File: config.mk
export PLATFORM = sky130hd
export DESIGN_NAME = mul_sequencer
export DESIGN_NICKNAME = d
export VERILOG_FILES = /design/src/rtl/mul_seq_pkg.sv /design/src/rtl/mul_step_counter.sv /design/src/rtl/mul_sequencer.sv
export SDC_FILE = /design/constraint.sdc
export NUM_CORES = 1
export LEC_CHECK = 0
export CORE_UTILIZATION = 45
export DETAILED_ROUTE_END_ITERATION = 6
export HOLD_SLACK_MARGIN = 0.12
export PLACE_DENSITY = 0.68
export SETUP_SLACK_MARGIN = 0.4
export SYNTH_ARGS = -nofsm -noshare
export SYNTH_HDL_FRONTEND = slang
export SYNTH_HIERARCHICAL = 1
export SYNTH_SLANG_ARGS = --single-unit
File: constraint.sdc
create_clock -name CLK_50 -period 6.5 [get_ports CLK_50]
set_input_delay 1.3 -clock CLK_50 [delete_from_list [all_inputs] [get_ports CLK_50]]
set_output_delay 1.3 -clock CLK_50 [all_outputs]
set_load 0.02 [all_outputs]
File: src/rtl/mul_seq_pkg.sv
// Shared types and defaults for the H6 multiply sequencer.
package mul_seq_pkg;

  localparam int DEF_STEPS  = 16;
  localparam int DEF_SETTLE = 2;

  typedef enum logic [3:0] {
    S_IDLE   = 4'd0,
    S_LOADA  = 4'd1,
    S_LOADB  = 4'd2,
    S_RUN    = 4'd3,
    S_SETTLE = 4'd4,
    S_RDA    = 4'd5,
    S_RDQ    = 4'd6,
    S_DONE   = 4'd7,
    S_CLR    = 4'd8
  } mul_state_e;

  // One registered copy of every strobe driven towards the H6 datapath.
  typedef struct packed {
    logic mul1;
    logic mul2_1;
    logic mul2_2;
    logic rst;
    logic in_two;
    logic in_three;
    logic in_four;
    logic in_qlk;
    logic als_a;
    logic als_q;
    logic busy;
    logic done;
  } mul_out_t;

  // Counter width able to hold both STEPS-1 and SETTLE-1.
  function automatic int cnt_width(input int steps, input int settle);
    int m;
    m = (steps > settle) ? steps : settle;
    return (m <= 2) ? 1 : $clog2(m);
  endfunction

endpackage

File: src/rtl/mul_step_counter.sv
// Loadable down-counter for the RUN step and SETTLE cycle budgets.
module mul_step_counter #(
  parameter int W = 4
) (
  input  logic         clk,
  input  logic         rst_n,
  input  logic         load,
  input  logic [W-1:0] load_val,
  input  logic         dec,
  output logic         tc
);

  logic [W-1:0] count_q, count_d;

  // Load wins over decrement; the count saturates at zero.
  always_comb begin
    count_d = count_q;
    if (load) begin
      count_d = load_val;
    end else if (dec && (count_q != '0)) begin
      count_d = count_q - W'(1);
    end
  end

  always_ff @(posedge clk or negedge rst_n) begin
    if (!rst_n) begin
      count_q <= '0;
    end else begin
      count_q <= count_d;
    end
  end

  assign tc = (count_q == '0);

endmodule

File: src/rtl/mul_sequencer.sv
// Control sequencer for the H6 shift/add multiplier: load A, load B, step,
// settle, read A and Q, with abort-to-clear and registered strobes.
module mul_sequencer
  import mul_seq_pkg::*;
#(
  parameter int STEPS  = DEF_STEPS,
  parameter int SETTLE = DEF_SETTLE
) (
  input  logic CLK_50,
  input  logic Rst_n,
  input  logic start,
  input  logic b_sel,
  input  logic abort,
  input  logic alu_carryOut,
  input  logic alu_overflowOut,
  output logic MUL1,
  output logic MUL2_1,
  output logic MUL2_2,
  output logic Rst,
  output logic inTWO,
  output logic inTHREE,
  output logic inFOUR,
  output logic inQLK,
  output logic ALS_H6_a,
  output logic ALS_H6_q,
  output logic busy,
  output logic done,
  output logic cf,
  output logic vf
);

  localparam int CW = cnt_width(STEPS, SETTLE);
  localparam logic [CW-1:0] RUN_LOAD    = CW'(STEPS - 1);
  localparam logic [CW-1:0] SETTLE_LOAD = CW'((SETTLE > 0) ? SETTLE - 1 : 0);

  mul_state_e    state_q, state_d;
  mul_out_t      out_q, out_d;
  logic          bsel_q, bsel_d;
  logic          cf_q, cf_d;
  logic          vf_q, vf_d;
  logic          cnt_load, cnt_dec, cnt_tc;
  logic [CW-1:0] cnt_load_val;

  mul_step_counter #(.W(CW)) u_step_cnt (
    .clk      (CLK_50),
    .rst_n    (Rst_n),
    .load     (cnt_load),
    .load_val (cnt_load_val),
    .dec      (cnt_dec),
    .tc       (cnt_tc)
  );

  // Next state. The step counter holds remaining steps in RUN and is
  // decremented on each low inQLK phase; abort overrides everything.
  always_comb begin
    state_d      = state_q;
    bsel_d       = bsel_q;
    cf_d         = cf_q;
    vf_d         = vf_q;
    cnt_load     = 1'b0;
    cnt_load_val = RUN_LOAD;
    cnt_dec      = 1'b0;
    if (abort && (state_q != S_IDLE)) begin
      state_d = S_CLR;
    end else begin
      case (state_q)
        S_IDLE: begin
          if (start && !abort) begin
            state_d = S_LOADA;
            bsel_d  = b_sel;
          end
        end
        S_LOADA: state_d = S_LOADB;
        S_LOADB: begin
          state_d      = S_RUN;
          cnt_load     = 1'b1;
          cnt_load_val = RUN_LOAD;
        end
        S_RUN: begin
          if (!out_q.in_qlk) begin
            cnt_dec = 1'b1;
            if (cnt_tc) begin
              if (SETTLE > 0) begin
                state_d      = S_SETTLE;
                cnt_load     = 1'b1;
                cnt_load_val = SETTLE_LOAD;
              end else begin
                state_d = S_RDA;
              end
            end
          end
        end
        S_SETTLE: begin
          cnt_dec = 1'b1;
          if (cnt_tc) begin
            state_d = S_RDA;
          end
        end
        S_RDA: begin
          state_d = S_RDQ;
          cf_d    = alu_carryOut;
          vf_d    = alu_overflowOut;
        end
        S_RDQ:   state_d = S_DONE;
        S_DONE:  state_d = S_IDLE;
        S_CLR:   state_d = S_IDLE;
        default: state_d = S_IDLE;
      endcase
    end
  end

  // Strobes are decoded from the next state so they line up with it once
  // registered. inQLK starts high on RUN entry and toggles every cycle.
  always_comb begin
    out_d      = '0;
    out_d.busy = (state_d != S_IDLE);
    case (state_d)
      S_LOADA: begin
        out_d.mul1   = 1'b1;
        out_d.in_two = 1'b1;
      end
      S_LOADB: begin
        out_d.in_three = 1'b1;
        out_d.mul2_1   = !bsel_d;
        out_d.mul2_2   = bsel_d;
      end
      S_RUN: begin
        out_d.in_four = 1'b1;
        out_d.in_qlk  = (state_q != S_RUN) || !out_q.in_qlk;
      end
      S_SETTLE: out_d.in_four = 1'b1;
      S_RDA:    out_d.als_a   = 1'b1;
      S_RDQ:    out_d.als_q   = 1'b1;
      S_DONE:   out_d.done    = 1'b1;
      S_CLR:    out_d.rst     = 1'b1;
      default:  out_d.busy    = 1'b0;
    endcase
  end

  always_ff @(posedge CLK_50 or negedge Rst_n) begin
    if (!Rst_n) begin
      state_q <= S_IDLE;
      out_q   <= '0;
      bsel_q  <= 1'b0;
      cf_q    <= 1'b0;
      vf_q    <= 1'b0;
    end else begin
      state_q <= state_d;
      out_q   <= out_d;
      bsel_q  <= bsel_d;
      cf_q    <= cf_d;
      vf_q    <= vf_d;
    end
  end

  assign MUL1     = out_q.mul1;
  assign MUL2_1   = out_q.mul2_1;
  assign MUL2_2   = out_q.mul2_2;
  assign Rst      = out_q.rst;
  assign inTWO    = out_q.in_two;
  assign inTHREE  = out_q.in_three;
  assign inFOUR   = out_q.in_four;
  assign inQLK    = out_q.in_qlk;
  assign ALS_H6_a = out_q.als_a;
  assign ALS_H6_q = out_q.als_q;
  assign busy     = out_q.busy;
  assign done     = out_q.done;
  assign cf       = cf_q;
  assign vf       = vf_q;

endmodule

## Word-level counts from Yosys, hierarchy flattened

Cells that the tools add are included.

- Flip-flop bits (word level): 22
- Bits of input ports: 7
- Output and inout bits: 14
- Logic and storage cells: 81

- Add/subtract/negate cells: 1
- Eq/ne operators: 15
- Mux-type cells: 32
- Bitwise operators: 1
- Reductions and logical operators: 16

Operator list:

| kind | number |
|---|---|
| 4-bit 2-to-1 mux | 11 |
| 4-bit by 3-bit == test with 1-bit output (second input constant) | 7 |
| 4-bit one-hot mux with 7 select lines | 1 |
| 1-bit 2-to-1 mux | 17 |
| 4-bit by 2-bit == test with 1-bit output (second input constant) | 4 |
| 4-bit nonzero test | 3 |
| 4-bit by 1-bit == test with 1-bit output (second input constant) | 2 |
| 4-bit logical NOT | 2 |
| 8-bit OR reduction | 1 |
| 4-bit == test (second input constant) | 1 |
| 4-bit by 2-bit != test with 1-bit output (second input constant) | 1 |
| 1-bit one-hot mux with 2 select lines | 2 |
| 4-bit by 1-bit subtractor with 4-bit output (second input constant) | 1 |
| 1-bit logical AND | 3 |
| 1-bit logical NOT | 3 |
| 2-bit 2-to-1 mux | 1 |
| 2-bit AND reduction | 1 |
| 2-bit nonzero test | 1 |
| 2-bit OR reduction | 1 |
| 1-bit logical OR | 1 |
| 1-bit NOT | 1 |

## Longest topological paths before layout

Gate-level depths: netlist (run 1).

- Depth in word-level cells: 8
- Mapped depth: 9
- Mapped depth without buffers: 8

## Hierarchy

Netlist (run 1), hierarchy kept.

Modules (own cells, without submodules):

| module | times used | cells an instance | area each (µm²) | seq. area each (µm²) |
|---|---|---|---|---|
| mul_sequencer | 1 | 83 | 884.6 | 450.4 |
| mul_step_counter | 1 | 27 | 270.3 | 100.1 |

## Least setup slack after synthesis (run 1)

OpenSTA, ideal clock, no wires.

- Path type: input to register
- Start: in abort
- End: reg u_step_cnt.count_q[3]
- Library setup time: 0.126 ns
- Data arrival time: 2.604 ns
- Data required time: 6.374 ns
- Slack: 3.770 ns
- Cell stages on the path: 5
- Path buffers: 2
- Cells stage by stage: buf_6 -> or2_0 -> buf_2 -> or4_4 -> a221o_1

- Word-level cells in the longest chain between the ends: 4
- Elaborated cells on any way between the ends: 7
- Those cells by class: 4 x mux; 3 x reduce/logical

RTL lines:

| element | RTL line | source |
|---|---|---|
| from (decl) | mul_sequencer.sv:13 | `input logic abort,` |
| 1-bit logical AND (*) | mul_sequencer.sv:63 | `if (abort && (state_q != S_IDLE)) begin` |
| 1-bit 2-to-1 mux | mul_sequencer.sv:63 |  |
| 1-bit logical AND | mul_step_counter.sv:20 | `end else if (dec && (count_q != '0)) begin` |
| 2-bit nonzero test (no line) | - |  |
| to (signal assigned) | mul_step_counter.sv:29 | `count_q <= count_d;` |
| to (decl) | mul_step_counter.sv:13 | `logic [W-1:0] count_q, count_d;` |

Every way passes the cells marked *; elsewhere a longest branch is shown, timed or not.
A chain may end at the register's enable or synchronous reset.

## Worst setup path after layout (run 1)

- Start: in abort
- End: reg u_step_cnt.count_q[3]

- Elaborated cells on any way between the ends: 7
- Those cells by class: 4 x mux; 3 x reduce/logical

RTL lines:

| element | RTL line | source |
|---|---|---|
| 1-bit logical AND (*) | mul_sequencer.sv:63 |  |
| 1-bit 2-to-1 mux (*) | mul_sequencer.sv:63 |  |
| net cnt_load | mul_sequencer.sv:41 | `logic cnt_load, cnt_dec, cnt_tc;` |
| 4-bit 2-to-1 mux or 2-bit nonzero test (tied branches) | - |  |

Mark *: on every way through the listed nets, which the timed path passes. The rest lies on a longest branch.

==> results.yml, run 1 <==
run_status:
  run_status: "complete, no violations"
detailed_routing:
  routedWlPerCell_um: 13.9
  ant_nets: 0
  routed_vias_inst: 5.60
  dr_total_vias: 862
  routed_wl_mm: 2.14
  post-route-drc-count: 0
  drt_pass1_iterations: 4
  drt_first_iter_violations: 24
timing:
  slew_headroom: 0.357
  finalSetupViolations: 0
  maxSlewViolCount: 0
  timing.final.crit_period_ns: 3.29
  tightestPinTransition_ns: 0.957
  clock.fmax_mhz: 304
  final.period_utilization: 0.507
  setup_total_negative_slack_ns: 0
  rsz0062_at_grt: "no"
  finalHoldViolCount: 0
  clk_skew_ns: 0.00674
  finalHoldWorstSlack_ns: 0.517
clock_network:
  cts.hold.buffers_added: 0
  cts_sinks: 22
  cts-buffers-inserted: 3
  cts.reportedPaths.clkPinSlew_ns: 0.12
  htree_levels: 1
  clock_insertion_delay_worst_skew_ns: 0.30
  post-cts-setup-buffers: 0
  number_of_gates_given_a_new_drive_strength_after_cts: 0
  ctsRootBufferMaster: "clkbuf_4"
  clock_path_buffers: 2
  tritoncts: "built"
logic_synthesis:
  netlist_cell_types: 44
  synth-compound-area-share: 0.124
  postSynthAreaPerCell_um2: 10.5
  simple_gate_portion_of_the_synthesized_area: 0.263
  post-synth-top-area-fraction: 0.477
  postSynth.topFlopCell: "dfrtp_1"
  synth_area_leaders: "dfrtp_1 (48%), nor2_1 (2.9%), o21ai_0 (2.6%), inv_1 (2.6%), nand4b_1 (2.3%)"
  synthesis.area_um2: 1150
  postSynthCellCount: 110
  syn_nets: 118
  synth_top_family_by_area: "simple AND/OR/NAND/NOR gates"
  ys_seq_elements: 22
  yosys_warnings: 6
  ys_async_sr_fraction: 1.00
  synthAdderAreaFrac: 0.0108
  synth-edff-count: 0
  synth.yosys.seq_area_share: 0.477
  synth.largest_area_cell: "dfrtp_1"
  synth.mux.area_fraction: 0.0282
  synthXorXnorAreaFrac: 0
worst_setup_path:
  critical_path_arrival_ns: 3.49
  end_kind: "register"
  required_ns: 6.70
  timing.critical_path.fanout_max: 10
  start_kind: "primary input"
  cp_class: "in2reg"
global_routing:
  globalRouteOverflowTotal: 0
  first_global_vias: 802
  grt_start_max_net_pins: 23
  grt_use_total: 0.185
  grt_antenna_before_repair: 0
  grt_first_pass_wirelength_mm: 3.58
die:
  floorplan.initialDensity: 0.498
  dieWidth_um: 52.7
  die_height_um: 52.7
  design.portCount: 21
  design.die.area_um2: 2770
  cell_row_count: 17
  floorplan.core_area_um2: 2320
layout:
  insertedDiodeCount: 0
  post_route_cells_drive_above_1_share: 0.111
  sequential_cell_area_um2: 551
  fin_nets: 135
  syn_to_final_growth_pct: 16.7
  finalNonFillerCells: 154
  multiInputGateArea_um2: 495
  nFillCells: 206
placed_design:
  globalplace.congestion: 0.834
  post-dp-hpwl_mm: 1.58
  port_buffers: 20
  cell_count_after_placement: 150
run:
  timing.max_cap.violations: 0
pwr:
  power_leakage_nw: 0.595
  p_total_mw: 0.479
  power.density_cell_area_nw_per_um2: 356
  ir_worst_vdd_mv: 0.263
min_path:
  worst_hold_path_type: "reg2reg"
-- flip-flops by register name, summed over array words and instances, names as in the netlist --
register	cells
bsel_q	1
ALS_H6_q	1
inFOUR	1
busy	1
MUL2_1	1
ALS_H6_a	1
vf	1
inTHREE	1
done	1
state_q	4
Rst	1
MUL2_2	1
inTWO	1
cf	1
inQLK	1
u_step_cnt/count_q	4
-- synth_stat cells (2+ instances only) --
master / count
nand4b_1: 3
o31a_1: 2
buf_4: 3
a21boi_0: 3
a21oi_1: 5
and3_1: 2
nor3_1: 4
nor2b_1: 3
dfrtp_1: 22
or4_1: 2
nand2_1: 4
inv_1: 8
nor3b_1: 2
buf_6: 2
nor2_1: 9
mux2_2: 2
nand2_2: 2
o21ai_0: 6
-- worst paths after layout --
path,slack [ns],to,cells after the start,from
min in group asynchronous,1.51,u_step_cnt/count_q[2]$_DFFE_PN0P_,1,Rst_n
max,3.21,u_step_cnt/count_q[3]$_DFFE_PN0P_,5,abort
min reg2reg,0.52,bsel_q$_DFF_PN0_,2,bsel_q$_DFF_PN0_
min,0.52,bsel_q$_DFF_PN0_,2,bsel_q$_DFF_PN0_
max reg2reg,3.56,u_step_cnt/count_q[3]$_DFFE_PN0P_,8,u_step_cnt/count_q[0]$_DFFE_PN0P_
max in group asynchronous,4.41,MUL2_2$_DFF_PN0_,1,Rst_n
-- report_power, final --
part	switching, mW	total [mW]	internal, mW
Sequential	0.0408	0.216	0.175
Clock	0.0382	0.0723	0.0341
Combinational	0.103	0.191	0.0881
Total	0.182	0.479	0.297
-- per-layer routing --
metal	global-route usage	routed length [um]
met5	0	0
met4	0.0877	27
met3	0.0261	110
met2	0.285	997
met1	0.253	1010
-- metrics by stage --
step,area (um2),utilization,worst slack (ns)
final,1350,0.581,3.21
after global routing,1350,0.581,3.00
after CTS,1350,0.581,3.26
after detailed placement,1310,0.566,2.91
after global placement,1310,0.566,3.02
after floorplan,1150,-,3.77
-- cell type report --
class,count,share of cell area
Clock buffer,4,0.0269
Multi-Input combinational cell,72,0.368
Timing Repair Buffer,20,0.149
Tap cell,28,0.0260
Inverter,8,0.0223
Sequential cell,22,0.409
-- critical path, stage by stage --
cell and delay, ns:
clkdlybuf4s50_1 0.55, or2_0 0.37, nor3_1 0.81, nor3_1 0.11, a221o_1 0.35
-- cells in the final DEF, fill, tap and decap left out, drive strengths merged, types with 2 or more instances in the layout --
master / count
a21boi: 3
a21oi: 5
and3: 2
clkbuf: 4
clkdlybuf4s50: 20
dfrtp: 22
inv: 8
mux2: 2
nand2: 6
nand4b: 3
nor2: 10
nor2b: 3
nor3: 4
nor3b: 3
nor4b: 2
o21ai: 6
o31a: 2
or2b: 2
or4: 3
-- kinds of logic (layout without fill, tap and decap cells) --
| group | Yosys count | count (layout) |
|---|---|---|
| other | 1 | 1 |
| buffers and inverters | 16 | 32 |
| adders and majority gates | 1 | 1 |
| muxes | 3 | 3 |
| AOI/OAI and AO/OA | 21 | 21 |
| DFF | 22 | 22 |
| and+or+nand+nor | 46 | 46 |
Power figures use the tool's default switching activity.
==> inputs of run 2 (changes only) <==
PLACE_DENSITY = 0.71   (was 0.68)
clock period = 3 ns   (was 6.5 ns; I/O delays follow)
==> results.yml, run 2 (same netlist as run 1, synthesis figures left out) <==
layout:
  post_route_cells_drive_above_1_share: 0.126
  syn_to_final_growth_pct: 17.8
  fin_nets: 137
  finalNonFillerCells: 155
  post-route-util: 0.587
  largestRegisters: "state_q x4, u_step_cnt/count_q x4"
  insertedDiodeCount: 0
  most_frequent_cells_in_the_layout: "dfrtp_1 (22), clkdlybuf4s50_1 (20), nor2_1 (9), inv_1 (8), o21ai_0 (6)"
  commonest_non_fill_non_tap_cell_in_the_layout: "dfrtp_1"
min_path:
  whs_endpoint: "bsel_q$_DFF_PN0_"
  worstHoldStart: "bsel_q$_DFF_PN0_"
  worst_hold_path_cell_count: 2
  worst_hold_path_type: "reg2reg"
timing:
  finalSetupViolations: 0
  rsz0062_at_grt: "no"
  setup_total_negative_slack_ns: 0
  setup_ws_ns: 0.581
  tightestPinTransition_ns: 0.544
  slew_headroom: 0.638
  finalHoldViolCount: 0
  final.period_utilization: 0.806
  clk_skew_ns: 0.00454
  timing.final.crit_period_ns: 2.42
  clock.fmax_mhz: 413
  maxSlewViolCount: 0
pwr:
  ir_worst_vdd_mv: 0.537
  power_leakage_nw: 0.603
  switching_share: 0.389
  combPwrFrac: 0.413
  clkPwrFrac: 0.123
  internal_power_mw: 0.626
  share_seq_of_total_power: 0.464
  power.density_cell_area_nw_per_um2: 753
  power_switching_mw: 0.398
clock_network:
  ctsRootBufferMaster: "clkbuf_4"
  cts.reportedPaths.clkPinSlew_ns: 0.11
  clock_insertion_delay_worst_skew_ns: 0.29
  cts_sinks: 22
  htree_levels: 1
  tritoncts: "built"
  clock_path_buffers: 2
  cts-buffers-inserted: 3
  cts.hold.buffers_added: 0
placed_design:
  globalplace.congestion: 0.892
  post-dp-hpwl_mm: 1.55
  cell_count_after_placement: 152
  placement.setup.worst_slack_ns: 0.384
  port_buffers: 20
global_routing:
  grt_antenna_before_repair: 0
  grt_first_pass_wirelength_mm: 3.58
  gr-usage-met3: 0.0261
  grt_start_max_net_pins: 23
  grt_most_used_layer: "met2"
  global_route.usage.met2: 0.276
  first_global_vias: 787
  grt_use_total: 0.179
  globalRouteOverflowTotal: 0
  met1_global_route_usage: 0.253
detailed_routing:
  routedWlPerCell_um: 13.6
  routed_wl_mm: 2.11
  routed_vias_inst: 5.74
  ant_nets: 0
  dr_total_vias: 889
  post-route-drc-count: 0
  drt_pass1_iterations: 4
  drt_first_iter_violations: 35
die:
  floorplan.initialDensity: 0.498
  die_height_um: 52.7
  cell_row_count: 17
  floorplan.core_area_um2: 2320
  design.die.area_um2: 2770
  dieWidth_um: 52.7
  design.portCount: 21
worst_setup_path:
  ff2ff_setup_slack_ns: 0.58
  critical_path_arrival_ns: 2.61
  timing.critical_path.fanout_max: 8
  regToRegEndpoint: "u_step_cnt/count_q[3]$_DFFE_PN0P_"
  end_kind: "register"
  start_kind: "register"
  required_ns: 3.19
  timing.rr.start: "u_step_cnt/count_q[0]$_DFFE_PN0P_"
  timing.reg2reg.worst_path_depth: 6
  cp_class: "reg2reg"
run_status:
  run_status: "complete, no violations"
run:
  timing.max_cap.violations: 0
run 2: cell count changes in the layout (fill, tap and decap cells not counted):
cell / previous run / this run
nor3b_4: 0 / 1
nor3_2: 0 / 1
nor3b_2: 1 / 0
nor3_1: 4 / 3
clkbuf_8: 1 / 0
buf_4: 0 / 2
run 2: metal layers:
layer  up-vias  part of all wire
li1        419                 -
met4         0             0.016
met3         5             0.056
met5         -                 0
met1       431              0.48
met2        34              0.45
run 2: worst max-delay path, cell delays in order (launching register included):
cell and delay (ns):
dfrtp_1 0.43, inv_1 0.07, ha_1 0.21, nor3b_4 0.36, or2b_2 0.35, or4_4 0.52, a221o_1 0.36
run 2: what timing repair did:
item,in CTS,in global routing
resized for setup,1,1
setup endpoints to repair,1,2
setup buffers,0,0
run 2: through the flow:
| stage | total power, mW | cell area (um2) | hold WS, ns |
|---|---|---|---|
| detailed placement | 0.889 | 1330 | 0.482 |
| CTS | 1.02 | 1350 | 0.510 |
| global placement | 0.879 | 1330 | 0.471 |
| finish | 1.02 | 1360 | 0.505 |
| floorplan | 0.777 | 1150 | 0.304 |
| global route | 1.10 | 1360 | 0.547 |
run 2: area by class of cell:
class,count,area (um2)
Clock buffer,3,22.5
Timing Repair Buffer,22,215
Sequential cell,22,551
Fill cell,203,958
Multi-Input combinational cell,72,507
Tap cell,28,35.0
Inverter,8,30.0
run 2: how the worst max path moves through the flow:
stage,start,to,depth (start not counted)
5_1_grt,u_step_cnt/count_q[0]$_DFFE_PN0P_,u_step_cnt/count_q[3]$_DFFE_PN0P_,8
4_1_cts,u_step_cnt/count_q[0]$_DFFE_PN0P_,u_step_cnt/count_q[3]$_DFFE_PN0P_,6
2_1_floorplan,u_step_cnt/count_q[0]$_DFFE_PN0P_,u_step_cnt/count_q[3]$_DFFE_PN0P_,6
6_report,u_step_cnt/count_q[0]$_DFFE_PN0P_,u_step_cnt/count_q[3]$_DFFE_PN0P_,6
3_3_place_gp,abort,u_step_cnt/count_q[3]$_DFFE_PN0P_,4
3_5_place_dp,abort,u_step_cnt/count_q[3]$_DFFE_PN0P_,5
run 2: power by group through the flow:
stage / clock network (mW) / logic [mW] / registers [mW]
after floorplan: 0 / 0.303 / 0.474
after global placement: 0 / 0.409 / 0.469
after detailed placement: 0 / 0.416 / 0.474
after CTS: 0.131 / 0.418 / 0.468
after global routing: 0.141 / 0.476 / 0.485
final: 0.126 / 0.423 / 0.475
==> inputs of run 3 (changes only) <==
PLACE_DENSITY = 0.68   (was 0.71)
clock period = 2.24 ns   (was 3 ns; I/O delays follow)
==> results.yml, run 3 (same netlist as run 1, synthesis figures left out) <==
run_status:
  run_status: "complete, no violations"
placed_design:
  placedInstanceArea_um2: 1410
  post-dp-hpwl_mm: 1.69
  port_buffers: 20
  cell_count_after_placement: 161
  globalplace.congestion: 0.857
  placement.setup.worst_slack_ns: -0.00739
detailed_routing:
  post-route-drc-count: 0
  routed_wl_mm: 2.66
  drt_pass1_iterations: 4
  dr_total_vias: 977
  routedWlPerCell_um: 14.7
  drt_first_iter_violations: 10
  ant_nets: 0
  routed_vias_inst: 5.40
timing:
  finalSetupViolations: 0
  rsz0062_at_grt: "yes"
  clock.fmax_mhz: 488
  final.period_utilization: 0.914
  clk_skew_ns: 0.00333
  setup_total_negative_slack_ns: 0
  finalHoldViolCount: 0
  timing.final.crit_period_ns: 2.05
  maxSlewViolCount: 0
  setup_ws_ns: 0.192
clock_network:
  tritoncts: "built"
  clock_insertion_delay_worst_skew_ns: 0.32
  cts-buffers-inserted: 3
  cts.reportedPaths.clkPinSlew_ns: 0.13
  cts_sinks: 22
  clock_path_buffers: 2
  ctsRootBufferMaster: "clkbuf_4"
  htree_levels: 1
worst_setup_path:
  start_kind: "register"
  cp_max_stage_delay_ns: 0.42
  timing.critical_path.cells: "inv_1 > ha_2 > nor3b_4 > or2b_4 > or4_4 > a221o_1"
  required_ns: 2.45
  critical_path_arrival_ns: 2.26
  cell_with_the_biggest_individual_delay_on_the_critical_path: "or4_4"
  cp_class: "reg2reg"
  end_kind: "register"
  timing.critical_path.fanout_max: 4
layout:
  syn_to_final_growth_pct: 47.3
  post_route_cells_drive_above_1_share: 0.386
  finalNonFillerCells: 181
  commonest_non_fill_non_tap_cell_in_the_layout: "buf_4"
  largestRegisters: "state_q x4, u_step_cnt/count_q x4"
  insertedDiodeCount: 0
  fin_nets: 162
  most_frequent_cells_in_the_layout: "buf_4 (22), dfrtp_1 (21), clkdlybuf4s50_1 (19), inv_1 (8), nor2_1 (7)"
  design_area_um2: 1700
die:
  cell_row_count: 17
  die_height_um: 52.7
  dieWidth_um: 52.7
  design.portCount: 21
  floorplan.core_area_um2: 2320
  design.die.area_um2: 2770
  floorplan.initialDensity: 0.498
pwr:
  power.density_cell_area_nw_per_um2: 1100
  internal_power_mw: 1.20
  switching_share: 0.357
  power_leakage_nw: 0.782
  p_total_mw: 1.87
  combPwrFrac: 0.507
  clkPwrFrac: 0.164
  share_seq_of_total_power: 0.328
  ir_worst_vdd_mv: 0.829
  power_switching_mw: 0.667
min_path:
  worst_hold_path_type: "in2async"
global_routing:
  grt_start_max_net_pins: 23
  first_global_vias: 888
  gr-usage-met3: 0.0348
  globalRouteOverflowTotal: 0
  global_route.usage.met2: 0.344
  grt_use_total: 0.201
  grt_most_used_layer: "met2"
  grt_first_pass_wirelength_mm: 3.97
  grt_antenna_before_repair: 0
  met1_global_route_usage: 0.247
run:
  timing.max_cap.violations: 0
[run 3: critical path: cells and delay by family (launching register included)]
kind	cells	cell delay, ns
compound gates	1	0.33
fa+ha+maj	1	0.17
buf+inv	1	0.06
flops	1	0.40
simple gates	3	0.97
[run 3: layer usage]
layer / vias up / part of all wire / routed length, um
met1: 484 / 0.43 / 1150
met4: 0 / 0.012 / 32
met5: - / 0 / 0
met2: 17 / 0.53 / 1420
li1: 472 / - / -
met3: 4 / 0.022 / 59
[run 3: per-stage QoR]
step	util	hold WS (ns)
final	0.734	0.457
after global routing	0.734	0.499
after CTS	0.657	0.462
after detailed placement	0.609	0.477
after global placement	0.609	0.474
after floorplan	-	0.152
[run 3: path summary, 6_finish.rpt]
| kind | slack, ns | endpoint | cells past startpoint | startpoint |
|---|---|---|---|---|
| setup reg to reg | 0.19 | u_step_cnt/count_q[3]$_DFFE_PN0P_ | 6 | u_step_cnt/count_q[0]$_DFFE_PN0P_ |
| min in group CLK_50 | 0.52 | cf$_DFFE_PN0P_ | 1 | cf$_DFFE_PN0P_ |
| max in group asynchronous | 1.55 | state_q[0]$_DFF_PN0_ | 2 | Rst_n |
| hold reg to reg | 0.52 | cf$_DFFE_PN0P_ | 1 | cf$_DFFE_PN0P_ |
| setup / recovery | 0.19 | u_step_cnt/count_q[3]$_DFFE_PN0P_ | 6 | u_step_cnt/count_q[0]$_DFFE_PN0P_ |
| hold / removal | 0.46 | u_step_cnt/count_q[1]$_DFFE_PN0P_ | 2 | Rst_n |
[run 3: final cells by class]
cell class | instances | area [um2]
sequential | 22 | 552
clock buffer | 3 | 22.5
clock inverter | 1 | 30.0
fill | 172 | 617
timing repair buffer | 47 | 420
multi-input combinational | 72 | 612
tap | 28 | 35.0
inverter | 8 | 30.0
[run 3: power groups by stage]
| stage | Clock (mW) | Sequential, mW | Combinational [mW] |
|---|---|---|---|
| 2_1_floorplan | 0 | 0.642 | 0.424 |
| 3_3_place_gp | 0 | 0.612 | 0.629 |
| 3_5_place_dp | 0 | 0.619 | 0.646 |
| 4_1_cts | 0.311 | 0.609 | 0.713 |
| 5_1_grt | 0.332 | 0.628 | 1.03 |
| 6_report | 0.308 | 0.615 | 0.949 |
[run 3: what timing repair did]
| action | in CTS | in global routing |
|---|---|---|
| pin swaps | 5 | 8 |
| hold buffers | 0 | 0 |
| resized for setup | 5 | 26 |
| gates cloned | 0 | 0 |
| buffers inserted | 6 | 10 |
| setup endpoints to repair | 14 | 13 |
